[config.mk]
export PLATFORM = sky130hd
export DESIGN_NAME = dphy_hs_lane_sequencer
export DESIGN_NICKNAME = d
export VERILOG_FILES = /design/src/rtl/dphy_pkg.sv /design/src/rtl/dphy_lane_trail.sv /design/src/rtl/dphy_hs_lane_sequencer.sv
export SDC_FILE = /design/constraint.sdc
export NUM_CORES = 1
export LEC_CHECK = 0
export ABC_AREA = 1
export BUFFER_PORTS_ARGS = -buffer_cell sky130_fd_sc_hd__buf_2
export CAP_MARGIN = 15
export CORE_ASPECT_RATIO = 1.25
export CORE_MARGIN = 4
export CORE_UTILIZATION = 45
export CTS_BUF_LIST = sky130_fd_sc_hd__clkbuf_2 sky130_fd_sc_hd__clkbuf_4 sky130_fd_sc_hd__clkbuf_8
export DETAILED_ROUTE_END_ITERATION = 8
export HOLD_SLACK_MARGIN = 0.03
export MAX_ROUTING_LAYER = met4
export PLACE_DENSITY_LB_ADDON = 0.15
export REMOVE_ABC_BUFFERS = 1
export SLEW_MARGIN = 5
export SYNTH_ARGS = -nofsm -noshare
export SYNTH_HDL_FRONTEND = slang
export SYNTH_SLANG_ARGS = --single-unit
[constraint.sdc]
create_clock -name TxByteClkHS -period 2.1 [get_ports TxByteClkHS]
set_input_delay 0.21 -clock TxByteClkHS [delete_from_list [all_inputs] [get_ports TxByteClkHS]]
set_output_delay 0.21 -clock TxByteClkHS [all_outputs]
set_load 0.01 [all_outputs]
[src/rtl/dphy_pkg.sv]
// Shared definitions for the D-PHY HS lane sequencer: FSM state encoding,
// the HS sync byte and the LP line codes.
package dphy_pkg;

    localparam logic [7:0] SYNC_BYTE = 8'hB8;

    // LP line codes, packed as {Dp, Dn}
    localparam logic [1:0] LP_11 = 2'b11;
    localparam logic [1:0] LP_01 = 2'b01;
    localparam logic [1:0] LP_00 = 2'b00;

    typedef enum logic [2:0] {
        ST_STOP     = 3'd0,
        ST_HS_RQST  = 3'd1,
        ST_HS_PREP  = 3'd2,
        ST_HS_ZERO  = 3'd3,
        ST_HS_SYNC  = 3'd4,
        ST_HS_DATA  = 3'd5,
        ST_HS_TRAIL = 3'd6,
        ST_HS_EXIT  = 3'd7
    } dphy_state_e;

    function automatic int unsigned max_u(input int unsigned a, input int unsigned b);
        return (a > b) ? a : b;
    endfunction

endpackage

[src/rtl/dphy_lane_trail.sv]
// Per-lane HS byte holder: keeps the last byte sent on the lane, switches to
// the trail byte on request and times the lane's minimum trail length.
module dphy_lane_trail
    import dphy_pkg::*;
#(
    parameter int unsigned T_HS_TRAIL = 3
) (
    input  logic       clk_i,
    input  logic       rst_i,
    input  logic       set_en_i,
    input  logic [7:0] set_byte_i,
    input  logic       load_en_i,
    input  logic [7:0] load_byte_i,
    input  logic       trail_start_i,
    output logic [7:0] byte_o,
    output logic       done_o
);

    localparam int unsigned CNT_W = $clog2(T_HS_TRAIL + 1);
    localparam logic [CNT_W-1:0] CNT_LOAD = CNT_W'(T_HS_TRAIL - 1);

    logic [7:0]       byte_q, byte_d;
    logic             trailing_q, trailing_d;
    logic             done_q, done_d;
    logic [CNT_W-1:0] cnt_q, cnt_d;

    // Forced bytes win; once trailing, the trail byte is held until the next force.
    always_comb begin
        byte_d     = byte_q;
        trailing_d = trailing_q;
        cnt_d      = cnt_q;
        if (set_en_i) begin
            byte_d     = set_byte_i;
            trailing_d = 1'b0;
            cnt_d      = '0;
        end else if (trailing_q) begin
            if (cnt_q != '0) begin
                cnt_d = cnt_q - CNT_W'(1);
            end
        end else if (trail_start_i) begin
            trailing_d = 1'b1;
            cnt_d      = CNT_LOAD;
            byte_d     = {8{~byte_q[7]}};
        end else if (load_en_i) begin
            byte_d = load_byte_i;
        end
        done_d = trailing_d && (cnt_d == '0);
    end

    always_ff @(posedge clk_i) begin
        if (rst_i) begin
            byte_q     <= '0;
            trailing_q <= 1'b0;
            done_q     <= 1'b0;
            cnt_q      <= '0;
        end else begin
            byte_q     <= byte_d;
            trailing_q <= trailing_d;
            done_q     <= done_d;
            cnt_q      <= cnt_d;
        end
    end

    assign byte_o = byte_q;
    assign done_o = done_q;

endmodule

[src/rtl/dphy_hs_lane_sequencer.sv]
// N-lane D-PHY HS burst sequencer in the byte clock domain: LP-11 -> LP-01 ->
// LP-00 -> HS-0 -> SYNC -> DATA -> TRAIL -> LP-11 on all data lanes together.
module dphy_hs_lane_sequencer
    import dphy_pkg::*;
#(
    parameter int unsigned NUM_LANES    = 2,
    parameter int unsigned T_LPX        = 2,
    parameter int unsigned T_HS_PREPARE = 2,
    parameter int unsigned T_HS_ZERO    = 6,
    parameter int unsigned T_HS_TRAIL   = 3,
    parameter int unsigned T_HS_EXIT    = 3
) (
    input  logic                   TxByteClkHS,
    input  logic                   TxRst,
    input  logic                   TxRequestHS,
    input  logic                   TxValidHS,
    input  logic [NUM_LANES-1:0]   TxWordValidHS,
    input  logic [8*NUM_LANES-1:0] TxDataHS,
    output logic                   TxReadyHS,
    output logic [NUM_LANES-1:0]   TxHsEnable,
    output logic [8*NUM_LANES-1:0] TxHsData,
    output logic [NUM_LANES-1:0]   TxLpDp,
    output logic [NUM_LANES-1:0]   TxLpDn,
    output logic                   TxClk_Enable,
    output logic                   TxStopState,
    output logic                   TxErrUnderflow,
    output logic [2:0]             DphyTxState
);

    localparam int unsigned T_MAX = max_u(max_u(max_u(T_LPX, T_HS_PREPARE),
                                                max_u(T_HS_ZERO, T_HS_TRAIL)), T_HS_EXIT);
    localparam int unsigned CNT_W = $clog2(T_MAX + 1);
    localparam logic [CNT_W-1:0] LPX_LOAD  = CNT_W'(T_LPX - 1);
    localparam logic [CNT_W-1:0] PREP_LOAD = CNT_W'(T_HS_PREPARE - 1);
    localparam logic [CNT_W-1:0] ZERO_LOAD = CNT_W'(T_HS_ZERO - 1);
    localparam logic [CNT_W-1:0] EXIT_LOAD = CNT_W'(T_HS_EXIT - 1);

    if (NUM_LANES < 1 || NUM_LANES > 4) begin : g_bad_lanes
        $error("dphy_hs_lane_sequencer: NUM_LANES must be 1..4");
    end
    if (T_LPX < 1 || T_HS_PREPARE < 1 || T_HS_ZERO < 1 || T_HS_TRAIL < 1 || T_HS_EXIT < 1)
    begin : g_bad_timing
        $error("dphy_hs_lane_sequencer: all T_* parameters must be >= 1");
    end

    dphy_state_e          state_q, state_d;
    logic [CNT_W-1:0]     cnt_q, cnt_d;
    logic                 last_seen_q, last_seen_d;
    logic                 ready_q, ready_d;
    logic                 underflow_q, underflow_d;
    logic                 clk_en_q, clk_en_d;
    logic                 stop_q, stop_d;
    logic [NUM_LANES-1:0] hs_en_q, hs_en_d;
    logic [NUM_LANES-1:0] lp_dp_q, lp_dp_d;
    logic [NUM_LANES-1:0] lp_dn_q, lp_dn_d;
    logic [1:0]           lp_code;

    logic                 accept;
    logic                 full_word;
    logic                 cnt_zero;
    logic [NUM_LANES-1:0] partial_trail;
    logic                 lane_set_en;
    logic [7:0]           lane_set_byte;
    logic [NUM_LANES-1:0] lane_load_en;
    logic [NUM_LANES-1:0] lane_trail_start;
    logic [NUM_LANES-1:0] lane_done;

    assign accept    = (state_q == ST_HS_DATA) && TxValidHS && ready_q;
    assign full_word = &TxWordValidHS;
    assign cnt_zero  = (cnt_q == '0);

    // Next-state: a word taken while the request drops is treated as the final word.
    always_comb begin
        state_d       = state_q;
        cnt_d         = cnt_q;
        last_seen_d   = last_seen_q;
        underflow_d   = underflow_q;
        lane_load_en  = '0;
        partial_trail = '0;
        case (state_q)
            ST_STOP: begin
                if (TxRequestHS) begin
                    state_d = ST_HS_RQST;
                    cnt_d   = LPX_LOAD;
                end
            end
            ST_HS_RQST: begin
                if (cnt_zero) begin
                    state_d = ST_HS_PREP;
                    cnt_d   = PREP_LOAD;
                end else begin
                    cnt_d = cnt_q - CNT_W'(1);
                end
            end
            ST_HS_PREP: begin
                if (cnt_zero) begin
                    state_d = ST_HS_ZERO;
                    cnt_d   = ZERO_LOAD;
                end else begin
                    cnt_d = cnt_q - CNT_W'(1);
                end
            end
            ST_HS_ZERO: begin
                if (cnt_zero) begin
                    state_d = ST_HS_SYNC;
                end else begin
                    cnt_d = cnt_q - CNT_W'(1);
                end
            end
            ST_HS_SYNC: begin
                last_seen_d = 1'b0;
                state_d     = TxRequestHS ? ST_HS_DATA : ST_HS_TRAIL;
            end
            ST_HS_DATA: begin
                if (accept) begin
                    lane_load_en = TxWordValidHS;
                    if (!full_word || !TxRequestHS) begin
                        last_seen_d   = 1'b1;
                        partial_trail = ~TxWordValidHS;
                    end
                end else if (last_seen_q || !TxRequestHS) begin
                    state_d = ST_HS_TRAIL;
                end else if (!TxValidHS) begin
                    underflow_d = 1'b1;
                end
            end
            ST_HS_TRAIL: begin
                if (&lane_done) begin
                    state_d = ST_HS_EXIT;
                    cnt_d   = EXIT_LOAD;
                end
            end
            ST_HS_EXIT: begin
                if (cnt_zero) begin
                    state_d = TxRequestHS ? ST_HS_RQST : ST_STOP;
                    cnt_d   = LPX_LOAD;
                end else begin
                    cnt_d = cnt_q - CNT_W'(1);
                end
            end
            default: state_d = ST_STOP;
        endcase
    end

    // Output decode from the next state so registered outputs line up with DphyTxState.
    always_comb begin
        lp_code          = LP_00;
        hs_en_d          = '0;
        lane_set_en      = 1'b1;
        lane_set_byte    = 8'h00;
        lane_trail_start = '0;
        case (state_d)
            ST_STOP, ST_HS_EXIT: lp_code = LP_11;
            ST_HS_RQST:          lp_code = LP_01;
            ST_HS_ZERO:          hs_en_d = '1;
            ST_HS_SYNC: begin
                hs_en_d       = '1;
                lane_set_byte = SYNC_BYTE;
            end
            ST_HS_DATA: begin
                hs_en_d          = '1;
                lane_set_en      = 1'b0;
                lane_trail_start = partial_trail;
            end
            ST_HS_TRAIL: begin
                hs_en_d          = '1;
                lane_set_en      = 1'b0;
                lane_trail_start = '1;
            end
            default: lp_code = LP_00;
        endcase
        lp_dp_d  = {NUM_LANES{lp_code[1]}};
        lp_dn_d  = {NUM_LANES{lp_code[0]}};
        clk_en_d = (state_d != ST_STOP);
        stop_d   = (state_d == ST_STOP);
        ready_d  = (state_d == ST_HS_DATA) && TxRequestHS && !last_seen_d;
    end

    always_ff @(posedge TxByteClkHS) begin
        if (TxRst) begin
            state_q     <= ST_STOP;
            cnt_q       <= '0;
            last_seen_q <= 1'b0;
            ready_q     <= 1'b0;
            underflow_q <= 1'b0;
            clk_en_q    <= 1'b0;
            stop_q      <= 1'b1;
            hs_en_q     <= '0;
            lp_dp_q     <= '1;
            lp_dn_q     <= '1;
        end else begin
            state_q     <= state_d;
            cnt_q       <= cnt_d;
            last_seen_q <= last_seen_d;
            ready_q     <= ready_d;
            underflow_q <= underflow_d;
            clk_en_q    <= clk_en_d;
            stop_q      <= stop_d;
            hs_en_q     <= hs_en_d;
            lp_dp_q     <= lp_dp_d;
            lp_dn_q     <= lp_dn_d;
        end
    end

    for (genvar k = 0; k < NUM_LANES; k++) begin : g_lane
        dphy_lane_trail #(
            .T_HS_TRAIL(T_HS_TRAIL)
        ) u_lane (
            .clk_i         (TxByteClkHS),
            .rst_i         (TxRst),
            .set_en_i      (lane_set_en),
            .set_byte_i    (lane_set_byte),
            .load_en_i     (lane_load_en[k]),
            .load_byte_i   (TxDataHS[8*k +: 8]),
            .trail_start_i (lane_trail_start[k]),
            .byte_o        (TxHsData[8*k +: 8]),
            .done_o        (lane_done[k])
        );
    end

    assign TxReadyHS      = ready_q;
    assign TxHsEnable     = hs_en_q;
    assign TxLpDp         = lp_dp_q;
    assign TxLpDn         = lp_dn_q;
    assign TxClk_Enable   = clk_en_q;
    assign TxStopState    = stop_q;
    assign TxErrUnderflow = underflow_q;
    assign DphyTxState    = state_q;

endmodule
==> Word-level counts from Yosys, hierarchy flattened <==
Index checks and enable logic that the tools add are counted.
{ "word_totals": {"register_bits": 39, "inputBits": 22, "output_inout_bits": 29, "elab_cells": 128} }
{ "classes": {"add_sub_neg": 3, "n_eq_ne": 20, "mux": 51, "n_bitwise": 6, "n_reduce_logical": 30} }
{ "ops": {"columns": ["cell", "count"], "rows": [
  ["two-way mux 8 bit", 9],
  ["two-way mux 3 bit", 13],
  ["two-way mux 2 bit", 15],
  ["== test 3 bit (second input constant)", 8],
  ["one-hot mux 3 bit (8 select lines)", 1],
  ["one-hot mux 3 bit (5 select lines)", 1],
  ["inequality test 2 bit (second input constant)", 5],
  ["== test 3 x 2 -> 1 bit (second input constant)", 3],
  ["logical NOT 3 bit", 3],
  ["two-way mux 1 bit", 9],
  ["one-hot mux 2 bit (2 select lines)", 2],
  ["AND reduction 2 bit", 4],
  ["AND reduction 4 bit", 2],
  ["== test 3 x 1 -> 1 bit (second input constant)", 2],
  ["logical AND 1 bit", 6],
  ["inequality test 3 x 1 -> 1 bit (second input constant)", 2],
  ["OR reduction 2 bit", 3],
  ["inverter 1 bit", 5],
  ["nonzero test 5 bit", 1],
  ["logical NOT 2 bit", 2],
  ["nonzero test 2 bit", 2],
  ["OR reduction 4 bit", 1],
  ["subtractor 2 x 1 -> 2 bit (second input constant)", 2],
  ["logical NOT 1 bit", 3],
  ["other kinds (5)", 6]
]} }

==> Longest topological paths before layout <==
Gate-level depths: netlist of the first run.
{ "depth": {"ltp_word": 12, "depth_mapped": 14, "ltp_nobuf": 14} }

==> Cells and area by module <==
Synthesis of the first run repeated with hierarchy kept, for this count alone.
{ "hier_totals": {"hier_cells": 352, "hier_area_um2": 2218.4} }
{ "modules_own_cells": {"columns": ["mod", "instances", "cells_per_inst", "area_each_um2", "seq_area_each_um2"], "rows": [
  ["dphy_lane_trail", 2, 111, 641.9, 240.2],
  ["dphy_hs_lane_sequencer", 1, 130, 934.6, 280.3]
]} }

==> Worst setup path after synthesis of the first run <==
Ideal clock, no wire load.
{ "synth_path": {"path_kind": "reg2reg", "from": "register cnt_q[0]", "to": "register g_lane[1].u_lane.byte_q[1]", "setup_time_ns": 0.133, "arrival_ns": 1.562, "t_required_ns": 1.967, "setup_slack_ns": 0.404, "path_stages_with_launch": 15, "n_path_buf": 1, "period_less_slack_ns": 1.696, "path_cell_list": "dfxtp_1 inv_1 ha_1 nand2_1 nand2_1 nand2_1 nand2_1 nand2_1 o21ai_4 nand2_4 buf_6 nand3_1 nand2_1 nand2_1 a21oi_2"} }
{ "synth_between": {"elab_chain_len": 8, "elab_cells_between_ends": 16, "cone_classes": "eq/ne: 4; mux: 9; reduce/logical: 3"} }
{ "synth_rtl": {"columns": ["element", "line_no", "source"], "rows": [
  ["start, declared", "dphy_hs_lane_sequencer.sv:47", "logic [CNT_W-1:0] cnt_q, cnt_d;"],
  ["start signal, assigned", "dphy_hs_lane_sequencer.sv:193", "cnt_q <= cnt_d;"],
  ["logical NOT 3 bit (*)", "dphy_hs_lane_sequencer.sv:70", "assign cnt_zero = (cnt_q == '0);"],
  ["two-way mux 3 bit (on tied branches)", null, null],
  ["one-hot mux 3 bit (8 select lines) (*)", "dphy_hs_lane_sequencer.sv:80", "case (state_q)"],
  ["== test 3 bit", "dphy_hs_lane_sequencer.sv:152", "case (state_d)"],
  ["one-hot mux 2 bit (2 select lines)", "dphy_hs_lane_sequencer.sv:152", null],
  ["two-way mux 8 bit", "dphy_lane_trail.sv:40", "end else if (trail_start_i) begin"],
  ["two-way mux 8 bit", "dphy_lane_trail.sv:36", "end else if (trailing_q) begin"],
  ["two-way mux 8 bit", "dphy_lane_trail.sv:32", "if (set_en_i) begin"],
  ["end signal, assigned", "dphy_lane_trail.sv:57", "byte_q <= byte_d;"],
  ["end, declared", "dphy_lane_trail.sv:22", "logic [7:0] byte_q, byte_d;"]
]} }
Every way passes the cells marked *; elsewhere a longest branch is shown, timed or not. The select of a mux whose other input is x is not followed.
A chain may end at the register's enable or synchronous reset.

==> Worst setup path after layout of the first run <==
{ "layout_path": {"from": "register state_q[1] (netlist: DphyTxState[1])", "to": "register g_lane[0].u_lane.byte_q[5]"} }
{ "layout_between": {"elab_chain_len": 10, "elab_cells_between_ends": 35, "cone_classes": "eq/ne: 12; mux: 18; reduce/logical: 5"} }
{ "layout_rtl": {"columns": ["element", "line_no", "source"], "rows": [
  ["start, declared", "dphy_hs_lane_sequencer.sv:46", "dphy_state_e state_q, state_d;"],
  ["start signal, assigned", "dphy_hs_lane_sequencer.sv:192", "state_q <= state_d;"],
  ["== test 3 bit", "dphy_hs_lane_sequencer.sv:68, dphy_hs_lane_sequencer.sv:80", null],
  ["logical AND 1 bit (2 in series)", "dphy_hs_lane_sequencer.sv:68", "assign accept = (state_q == ST_HS_DATA) && TxValidHS && ready_q;"],
  ["two-way mux 3 bit", "dphy_hs_lane_sequencer.sv:115", "if (accept) begin"],
  ["one-hot mux 3 bit (8 select lines)", "dphy_hs_lane_sequencer.sv:80", null],
  ["== test 3 bit", "dphy_hs_lane_sequencer.sv:152", null],
  ["one-hot mux 2 bit (2 select lines)", "dphy_hs_lane_sequencer.sv:152", null],
  ["two-way mux 8 bit", "dphy_lane_trail.sv:40", null],
  ["two-way mux 8 bit", "dphy_lane_trail.sv:36", null],
  ["two-way mux 8 bit", "dphy_lane_trail.sv:32", null],
  ["end signal, assigned", "dphy_lane_trail.sv:57", null],
  ["end, declared", "dphy_lane_trail.sv:22", null]
]} }
Parallel ways exist; a longest one is shown, timed or not. The select of a mux whose other input is x is not followed.

==> results.ini, run 1 <==
[power_and_ir_drop]
p_per_area_mw_per_mm2 = 1020
irDropWorstVdd_uv = 450
leakage_nw = 1.29

[setup_path]
crit_chain = inv_2 -> nand2_1 -> inv_2 -> nand3_1 -> nand4_1 -> nand2_4 -> nand2_4 -> nand2_2 -> nand2_1 -> o21ai_0 -> inv_1
slowest_delay_ps = 430
cp_top_family = simple AND/OR/NAND/NOR gates
crit_buf_inv = 3
crit_fanout = 8
critPathCaptureType = register
cpMaxStageDelayCell = dfxtp_1
start_kind = register
cp-startpoint = DphyTxState[1]$_SDFF_PP0_
cp.arrival_ps = 2120
reg2reg_from = DphyTxState[1]$_SDFF_PP0_
worst-endpoint-required_ps = 2280
crit_type = register to register

[global_routing]
grt_util_all_layers_pct = 18.8
grt_pass1_vias = 1858
grt_max_degree = 23
grt_pass1_wl_um = 8110
antenna_found_initial = 0
overflow = 0

[route]
ant_nets = 0
drc = 0
routed_wl_um = 4880
via_per_inst = 5.01
first_iter_violations = 170
wl_per_cell_um = 12.3
num_vias = 1988
drt_first_pass_iters = 4

[sta]
fin_crit_ps = 1940
fmaxAchievable_ghz = 0.515
slew_viol_final = 0
fin_setup_tns_ps = 0
hold_violations = 0
hold_ws_ps = 185
fin_skew_ps = 6.31
tightest_slew_ps = 730
fin_crit_sh_pct = 92.4
slew_headroom_pct = 51.3
rsz0062_at_grt = false
setup_viol = 0

[worst_hold_path]
hp-start = TxRequestHS
hp-class = input port to register

[status]
status = finished clean

[floorplan]
die_y_um = 83.2
die_area_mm2 = 0.00567
rows = 27
ios = 51
start_util_pct = 46.4
core_mm2 = 0.00439
die_w_um = 68.2

[clocking]
cts.sink_count = 38
clk_path_buf_depth = 2
numCtsBuffers = 5
htreeDepth = 2
cts_root_buffer = clkbuf_8
hold_buffers = 0
tritoncts = built
clkSlewWorstSetupHoldPaths_ps = 70
insertion_delay_ps = 290

[synthesis]
netlist_area_mm2 = 0.00204
yosysSeqAreaShare_pct = 37.3
syn_area_per_cell_um2 = 7.20
yosysWarnings = 0
syn_inst = 283
synthDistinctLibCells = 40
synth_seq_cells = 38

[finish]
final_common_cell = nand2_1
diodes = 0
final_area_mm2 = 0.00248
area_delta_synth_final_pct = 21.8
fillers = 458
fin_nets = 363
layout-drive-gt1-share_pct = 28.9
layout.cells.most_common_list = 62 x nand2_1, 50 x buf_2, 37 x dfxtp_1

[place]
routabilityCongestion = 0.923
post-dp-hpwl_um = 3720
port_buffers = 50
placed_cell_area_mm2 = 0.00234

[run]
maxCapViolations = 0

==> area by class of cell <==
type | instances | area (um^2) | share of cell area [%]
Multi-Input combinational cell | 197 | 1070 | 43.3
Sequential cell | 38 | 762 | 30.7
Timing Repair Buffer | 59 | 318 | 12.8
Inverter | 38 | 143 | 5.75
Clock buffer | 6 | 82.6 | 3.33
Tap cell | 58 | 72.6 | 2.92
Clock inverter | 1 | 30.0 | 1.21
==> Yosys cell counts <==
cell	number	area [um^2]
nand2_4	5	56.3
nor2_1	29	109
nor2_2	4	25.0
dfxtp_1	38	761
buf_6	1	11.3
o21ai_4	1	16.3
or2_1	1	6.26
a22oi_1	1	7.51
nor3b_1	1	7.51
nand3_2	3	30.0
o21ai_1	2	10.0
a211oi_1	1	7.51
o31ai_4	1	21.3
o21ai_0	13	65.1
o211ai_2	1	12.5
nor3_1	3	15.0
a21oi_1	22	110
o31ai_1	1	7.51
nand3b_1	1	7.51
nand2_1	63	236
nand2_2	1	6.26
clkbuf_1	2	7.51
a21o_1	1	7.51
buf_4	6	45.0
inv_2	5	18.8
nand3_1	23	115
a221oi_1	1	8.76
inv_1	33	124
o21ai_2	1	8.76
buf_1	1	3.75
xnor2_1	1	8.76
a21boi_0	1	7.51
a21oi_4	1	16.3
a31oi_1	1	6.26
nand3_4	1	17.5
a21oi_2	4	35.0
or2_0	1	6.26
a31oi_4	1	21.3
nand4_1	4	25.0
ha_1	2	25.0
==> power by group <==
group	internal [mW]	total [mW]	switching (mW)
clock network	0.380	0.637	0.257
logic	0.374	0.976	0.602
registers	0.831	0.915	0.0843
total	1.58	2.53	0.943
==> per-layer routing <==
layer	part of all wire, %	global-route usage, %	up-vias
li1	-	-	1030
met1	43	22.3	893
met2	50	30.9	61
met3	5.7	4.60	4
met5	0	-	-
met4	1.1	5.61	0
==> final timing paths <==
kind / depth (start not counted) / endpoint / slack, ps
max: 11 / g_lane[0].u_lane.byte_o[5]$_SDFFE_PP0P_ / 160
min: 3 / TxReadyHS$_SDFF_PP0_ / 190
min reg2reg: 2 / g_lane[1].u_lane.byte_o[0]$_SDFFE_PP0P_ / 470
max reg2reg: 11 / g_lane[0].u_lane.byte_o[5]$_SDFFE_PP0P_ / 160
==> worst reg2reg max path: stages (launching register included) <==
cell	delay, ps
dfxtp_1	430
inv_2	110
nand2_1	140
inv_2	100
nand3_1	100
nand4_1	230
nand2_4	220
nand2_4	80
nand2_2	110
nand2_1	110
o21ai_0	170
inv_1	50
==> registers in the layout, indices dropped and copies added (netlist names) <==
register / count
g_lane.u_lane.byte_o: 16
g_lane.u_lane.cnt_q: 4
DphyTxState: 3
cnt_q: 3
g_lane.u_lane.done_o: 2
g_lane.u_lane.trailing_q: 2
TxClk_Enable: 1
TxErrUnderflow: 1
TxHsEnable: 1
TxLpDn: 1
TxLpDp: 1
TxReadyHS: 1
TxStopState: 1
last_seen_q: 1
==> cell families after synthesis <==
family                   share of synthesized area, %
XOR/XNOR                                        0.430
AO/OA/AOI/OAI                                    18.1
buffers and inverters                            10.3
flip-flops                                       37.3
AND/OR/NAND/NOR                                  32.6
adder cells (fa/ha/maj)                          1.23
==> per-stage QoR <==
step           power, mW  setup slack (ps)  std cells  util, %
2_1_floorplan       1.57               324        273        -
3_3_place_gp        1.88               122        387     53.2
3_5_place_dp        1.88               107        387     53.2
4_1_cts             2.53              79.8        394     55.8
5_1_grt             2.72              8.99        397     56.5
6_report            2.53               160        397     56.5
==> repair_timing <==
item / in CTS / in global routing
setup buffers: 0 / 3
setup endpoints to repair: 0 / 15
gates resized for setup: 0 / 5
No activity file was read; power rests on OpenSTA's default activity.
==> run 2, diff against run 1 <==
--- a/config.mk
+++ b/config.mk
@@ -16,8 +16,8 @@
 export HOLD_SLACK_MARGIN = 0.03
 export MAX_ROUTING_LAYER = met4
 export PLACE_DENSITY_LB_ADDON = 0.15
+export RECOVER_POWER = 25
 export REMOVE_ABC_BUFFERS = 1
-export SLEW_MARGIN = 5
 export SYNTH_ARGS = -nofsm -noshare
 export SYNTH_HDL_FRONTEND = slang
 export SYNTH_SLANG_ARGS = --single-unit
==> results.ini, run 2 (synthesized netlist as in run 1, its figures left out) <==
[power_and_ir_drop]
p_seq_share_pct = 36.5
p_int_mw = 1.57
switching_share_pct = 37.7
irDropWorstVdd_uv = 451
p_per_area_mw_per_mm2 = 1020
power.switching_mw = 0.947
clock_power_share_pct = 25.4
totalPowerFinal_mw = 2.51
leakage_nw = 1.23
pwr-share-comb_pct = 38.1

[clocking]
htreeDepth = 2
clk_path_buf_depth = 2
numCtsBuffers = 5
clkSlewWorstSetupHoldPaths_ps = 70
insertion_delay_ps = 290
cts.sink_count = 38
cts_root_buffer = clkbuf_8
tritoncts = built

[sta]
rsz0062_at_grt = false
fin_skew_ps = 5.73
slew_headroom_pct = 49.9
fin_setup_tns_ps = 0
fin_crit_sh_pct = 92.5
fin_crit_ps = 1940
tightest_slew_ps = 751
slew_viol_final = 0
setup_viol = 0
fmaxAchievable_ghz = 0.515
hold_violations = 0

[finish]
layout.cells.most_common_list = 62 x nand2_1, 37 x dfxtp_1, 34 x buf_2
fin_nets = 363
largest_reg_flops = 16
final_common_cell = nand2_1
diodes = 0
area_delta_synth_final_pct = 20.8
layout-drive-gt1-share_pct = 24.2
finalNonFillerCells = 397

[setup_path]
crit_chain = inv_2 -> nand2_1 -> inv_2 -> nand3_1 -> nand4_1 -> nand2_4 -> nand2_4 -> nand2_2 -> nand2_1 -> o21ai_0 -> inv_1
slowest_delay_ps = 430
cpMaxStageDelayCell = dfxtp_1
crit_buf_inv = 3
crit_type = register to register
cp-startpoint = DphyTxState[1]$_SDFF_PP0_
r2r_setup_slack_ps = 160
critPathCaptureType = register
cp_top_family = simple AND/OR/NAND/NOR gates
worst-endpoint-required_ps = 2280
crit_fanout = 8
start_kind = register
cp.arrival_ps = 2130
reg2reg_from = DphyTxState[1]$_SDFF_PP0_

[floorplan]
ios = 51
die_w_um = 68.2
die_area_mm2 = 0.00567
rows = 27
die_y_um = 83.2
core_mm2 = 0.00439
start_util_pct = 46.4

[place]
dp_cells = 387
routabilityCongestion = 0.923
post-dp-hpwl_um = 3720
port_buffers = 50

[global_routing]
grt_util_all_layers_pct = 18.8
antenna_found_initial = 0
overflow = 0
grt_pass1_wl_um = 8110
grt_max_degree = 23
grt_pass1_vias = 1858

[route]
ant_nets = 0
first_iter_violations = 198
wl_per_cell_um = 12.3
routed_wl_um = 4900
drt_first_pass_iters = 4
drc = 0
num_vias = 1995
via_per_inst = 5.03

[worst_hold_path]
hp-class = input port to register
hp-start = TxRequestHS

[run]
maxCapViolations = 0

[status]
status = finished clean

## run 2: path summary, 6_finish.rpt
check / to / cells past startpoint
max: g_lane[0].u_lane.byte_o[5]$_SDFFE_PP0P_ / 11
min: TxReadyHS$_SDFF_PP0_ / 3
max reg2reg: g_lane[0].u_lane.byte_o[5]$_SDFFE_PP0P_ / 11
min reg2reg: cnt_q[1]$_SDFFE_PP0P_ / 2
## run 2: repair_timing
item                                    in CTS  in global routing
setup buffers                                0                  3
endpoints found under the setup margin       0                 15
resized for setup                            0                  5
endpoints found under the hold margin        0                  0
hold buffers                                 0                  0
## run 2: tightest hold or removal path: stages
cell and delay [ps]:
buf_2 120, nand2_1 60, nor3_1 40
## run 2: through the flow
step	utilization, %	cell area, um^2	hold slack, ps	setup WS (ps)
after floorplan	-	1970	272	324
after global placement	53.2	2340	448	122
after detailed placement	53.2	2340	456	107
after CTS	55.8	2450	181	79.8
after global routing	56.0	2460	197	8.99
final	56.0	2460	183	157
## run 2: layout make-up
class | count | area [um^2]
tap | 58 | 72.6
fill | 470 | 1930
clock buffer | 6 | 82.6
inverter | 38 | 143
timing repair buffer | 59 | 298
sequential | 38 | 762
multi-input combinational | 197 | 1070
clock inverter | 1 | 30.0
## run 2: power groups by stage
stage          Sequential [mW]  Clock [mW]  Combinational, mW
3_3_place_gp             0.928           0              0.951
6_report                 0.917       0.639              0.958
3_5_place_dp             0.929           0              0.955
5_1_grt                  0.933       0.688               1.08
2_1_floorplan            0.979           0              0.594
4_1_cts                  0.913       0.654              0.962
## run 2: metal layers
layer  wire (um)  GRT usage (%)  share of wire, %
met1        2110           22.3                43
met2        2450           30.9                50
met3         297           4.60               6.1
met4          46           5.61              0.94
met5           0              -                 0
==> run 3, diff against run 2 <==
--- a/config.mk
+++ b/config.mk
@@ -10,7 +10,7 @@
 export CAP_MARGIN = 15
 export CORE_ASPECT_RATIO = 1.25
 export CORE_MARGIN = 4
-export CORE_UTILIZATION = 45
+export CORE_UTILIZATION = 30
 export CTS_BUF_LIST = sky130_fd_sc_hd__clkbuf_2 sky130_fd_sc_hd__clkbuf_4 sky130_fd_sc_hd__clkbuf_8
 export DETAILED_ROUTE_END_ITERATION = 8
 export HOLD_SLACK_MARGIN = 0.03
==> results.ini, run 3 (synthesized netlist as in run 1, its figures left out) <==
[sta]
hold_ws_ps = 188
hold_violations = 0
fin_setup_tns_ps = 0
fin_crit_sh_pct = 89.7
slew_viol_final = 0
tightest_slew_ps = 449
setup_viol = 0
slew_headroom_pct = 70.0
finalWorstSetupSlack_ps = 217
fmaxAchievable_ghz = 0.531
fin_crit_ps = 1880
fin_skew_ps = 5.56

[clocking]
htreeDepth = 2
clkSlewWorstSetupHoldPaths_ps = 80
clk_path_buf_depth = 2
numCtsBuffers = 5
hold_buffers = 0
insertion_delay_ps = 290
cts.sink_count = 38
cts_root_buffer = clkbuf_8
tritoncts = built

[power_and_ir_drop]
irDropWorstVdd_uv = 352
totalPowerFinal_mw = 2.58
p_per_area_mw_per_mm2 = 1010
leakage_nw = 1.25

[global_routing]
grt_util_all_layers_pct = 14.4
overflow = 0
grt_max_degree = 24
grt_pass1_wl_um = 8950
grt_pass1_vias = 1936
antenna_found_initial = 0

[route]
first_iter_violations = 82
routed_wl_um = 5290
drt_first_pass_iters = 4
num_vias = 1961
ant_nets = 0
wl_per_cell_um = 12.3
via_per_inst = 4.56
drc = 0

[setup_path]
critPathCaptureType = register
cpMaxStageDelayCell = dfxtp_1
crit_fanout = 11
cp_top_family = simple AND/OR/NAND/NOR gates
crit_buf_inv = 2
crit_type = register to register
reg2reg_depth = 14
rr_endpoint = g_lane[0].u_lane.byte_o[0]$_SDFFE_PP0P_
cp.arrival_ps = 2050
worst-endpoint-required_ps = 2270
crit_chain = inv_1 -> ha_4 -> nand2_2 -> nand2_1 -> nand2_1 -> nand2_1 -> nand2_1 -> o21ai_4 -> nand2_8 -> buf_4 -> nand3_1 -> nand2_1 -> nand2_1 -> a21oi_1
slowest_delay_ps = 320
start_kind = register
crit_top_cell = nand2_1
reg2reg_from = cnt_q[1]$_SDFFE_PP0P_
crit_cells = 14
r2r_setup_slack_ps = 220

[finish]
area_delta_synth_final_pct = 24.9
fillers = 739
largest_reg_flops = 16
diodes = 0
layout.cells.most_common_list = 62 x nand2_1, 37 x dfxtp_1, 34 x buf_2
fin_nets = 367
multi_input_comb_area_mm2 = 0.00109
layout-drive-gt1-share_pct = 25.4
final_common_cell = nand2_1
finalNonFillerCells = 430
regArea_um2 = 762

[place]
post-dp-hpwl_um = 4100
dp_cells = 418
routabilityCongestion = 0.871
port_buffers = 50
place_ws_ps = 107

[worst_hold_path]
worstHoldEndpoint = TxReadyHS$_SDFF_PP0_
hold_depth = 3
hp-class = input port to register
hp-start = TxRequestHS

[floorplan]
core_mm2 = 0.00657
die_y_um = 100
rows = 33
die_w_um = 81.7
die_area_mm2 = 0.00818
ios = 51
start_util_pct = 31.0

[status]
status = finished clean

[run]
maxCapViolations = 0

-- run 3: power breakdown --
group	internal (mW)	switching, mW	leakage (nW)
clock	0.380	0.259	0.0573
combinational	0.383	0.650	0.881
sequential	0.831	0.0751	0.309
-- run 3: metrics by stage --
step | area [um^2] | utilization, %
global route | 2540 | 38.7
CTS | 2500 | 38.1
global placement | 2390 | 36.4
floorplan | 1970 | -
detailed placement | 2390 | 36.4
finish | 2540 | 38.7
-- run 3: layout make-up --
type / instances / area share [%]
multi-input combinational: 197 / 42.8
sequential: 38 / 30.0
timing repair buffer: 63 / 12.9
inverter: 38 / 5.61
tap: 87 / 4.28
clock buffer: 6 / 3.25
clock inverter: 1 / 1.18
-- run 3: worst max path at each step --
stage,end,start,slack (ps)
2_1_floorplan,g_lane[0].u_lane.byte_o[3]$_SDFFE_PP0P_,DphyTxState[2]$_SDFF_PP0_,320
3_3_place_gp,g_lane[1].u_lane.byte_o[6]$_SDFFE_PP0P_,DphyTxState[0]$_SDFF_PP0_,140
3_5_place_dp,g_lane[0].u_lane.byte_o[7]$_SDFFE_PP0P_,cnt_q[0]$_SDFFE_PP0P_,110
4_1_cts,g_lane[0].u_lane.byte_o[7]$_SDFFE_PP0P_,cnt_q[0]$_SDFFE_PP0P_,90
5_1_grt,g_lane[0].u_lane.byte_o[6]$_SDFFE_PP0P_,cnt_q[1]$_SDFFE_PP0P_,-30
6_report,g_lane[0].u_lane.byte_o[0]$_SDFFE_PP0P_,cnt_q[1]$_SDFFE_PP0P_,220
-- run 3: per-layer routing --
| layer | GRT usage, % | vias to the layer above | part of all wire [%] |
|---|---|---|---|
| li1 | - | 1035 | - |
| met1 | 16.4 | 864 | 44 |
| met2 | 24.3 | 57 | 49 |
| met3 | 3.68 | 5 | 6.1 |
| met4 | 4.60 | 0 | 0.96 |
| met5 | - | - | 0 |
-- run 3: repair_timing --
| item | CTS | global route |
|---|---|---|
| buffers inserted | 0 | 5 |
| setup endpoints to repair | 0 | 17 |
| gates resized for setup | 0 | 10 |
-- run 3: worst min-delay path: cells and delay by family --
kind	cells	cell delay [ps]
buffers and inverters	1	120
AND/OR/NAND/NOR	2	100
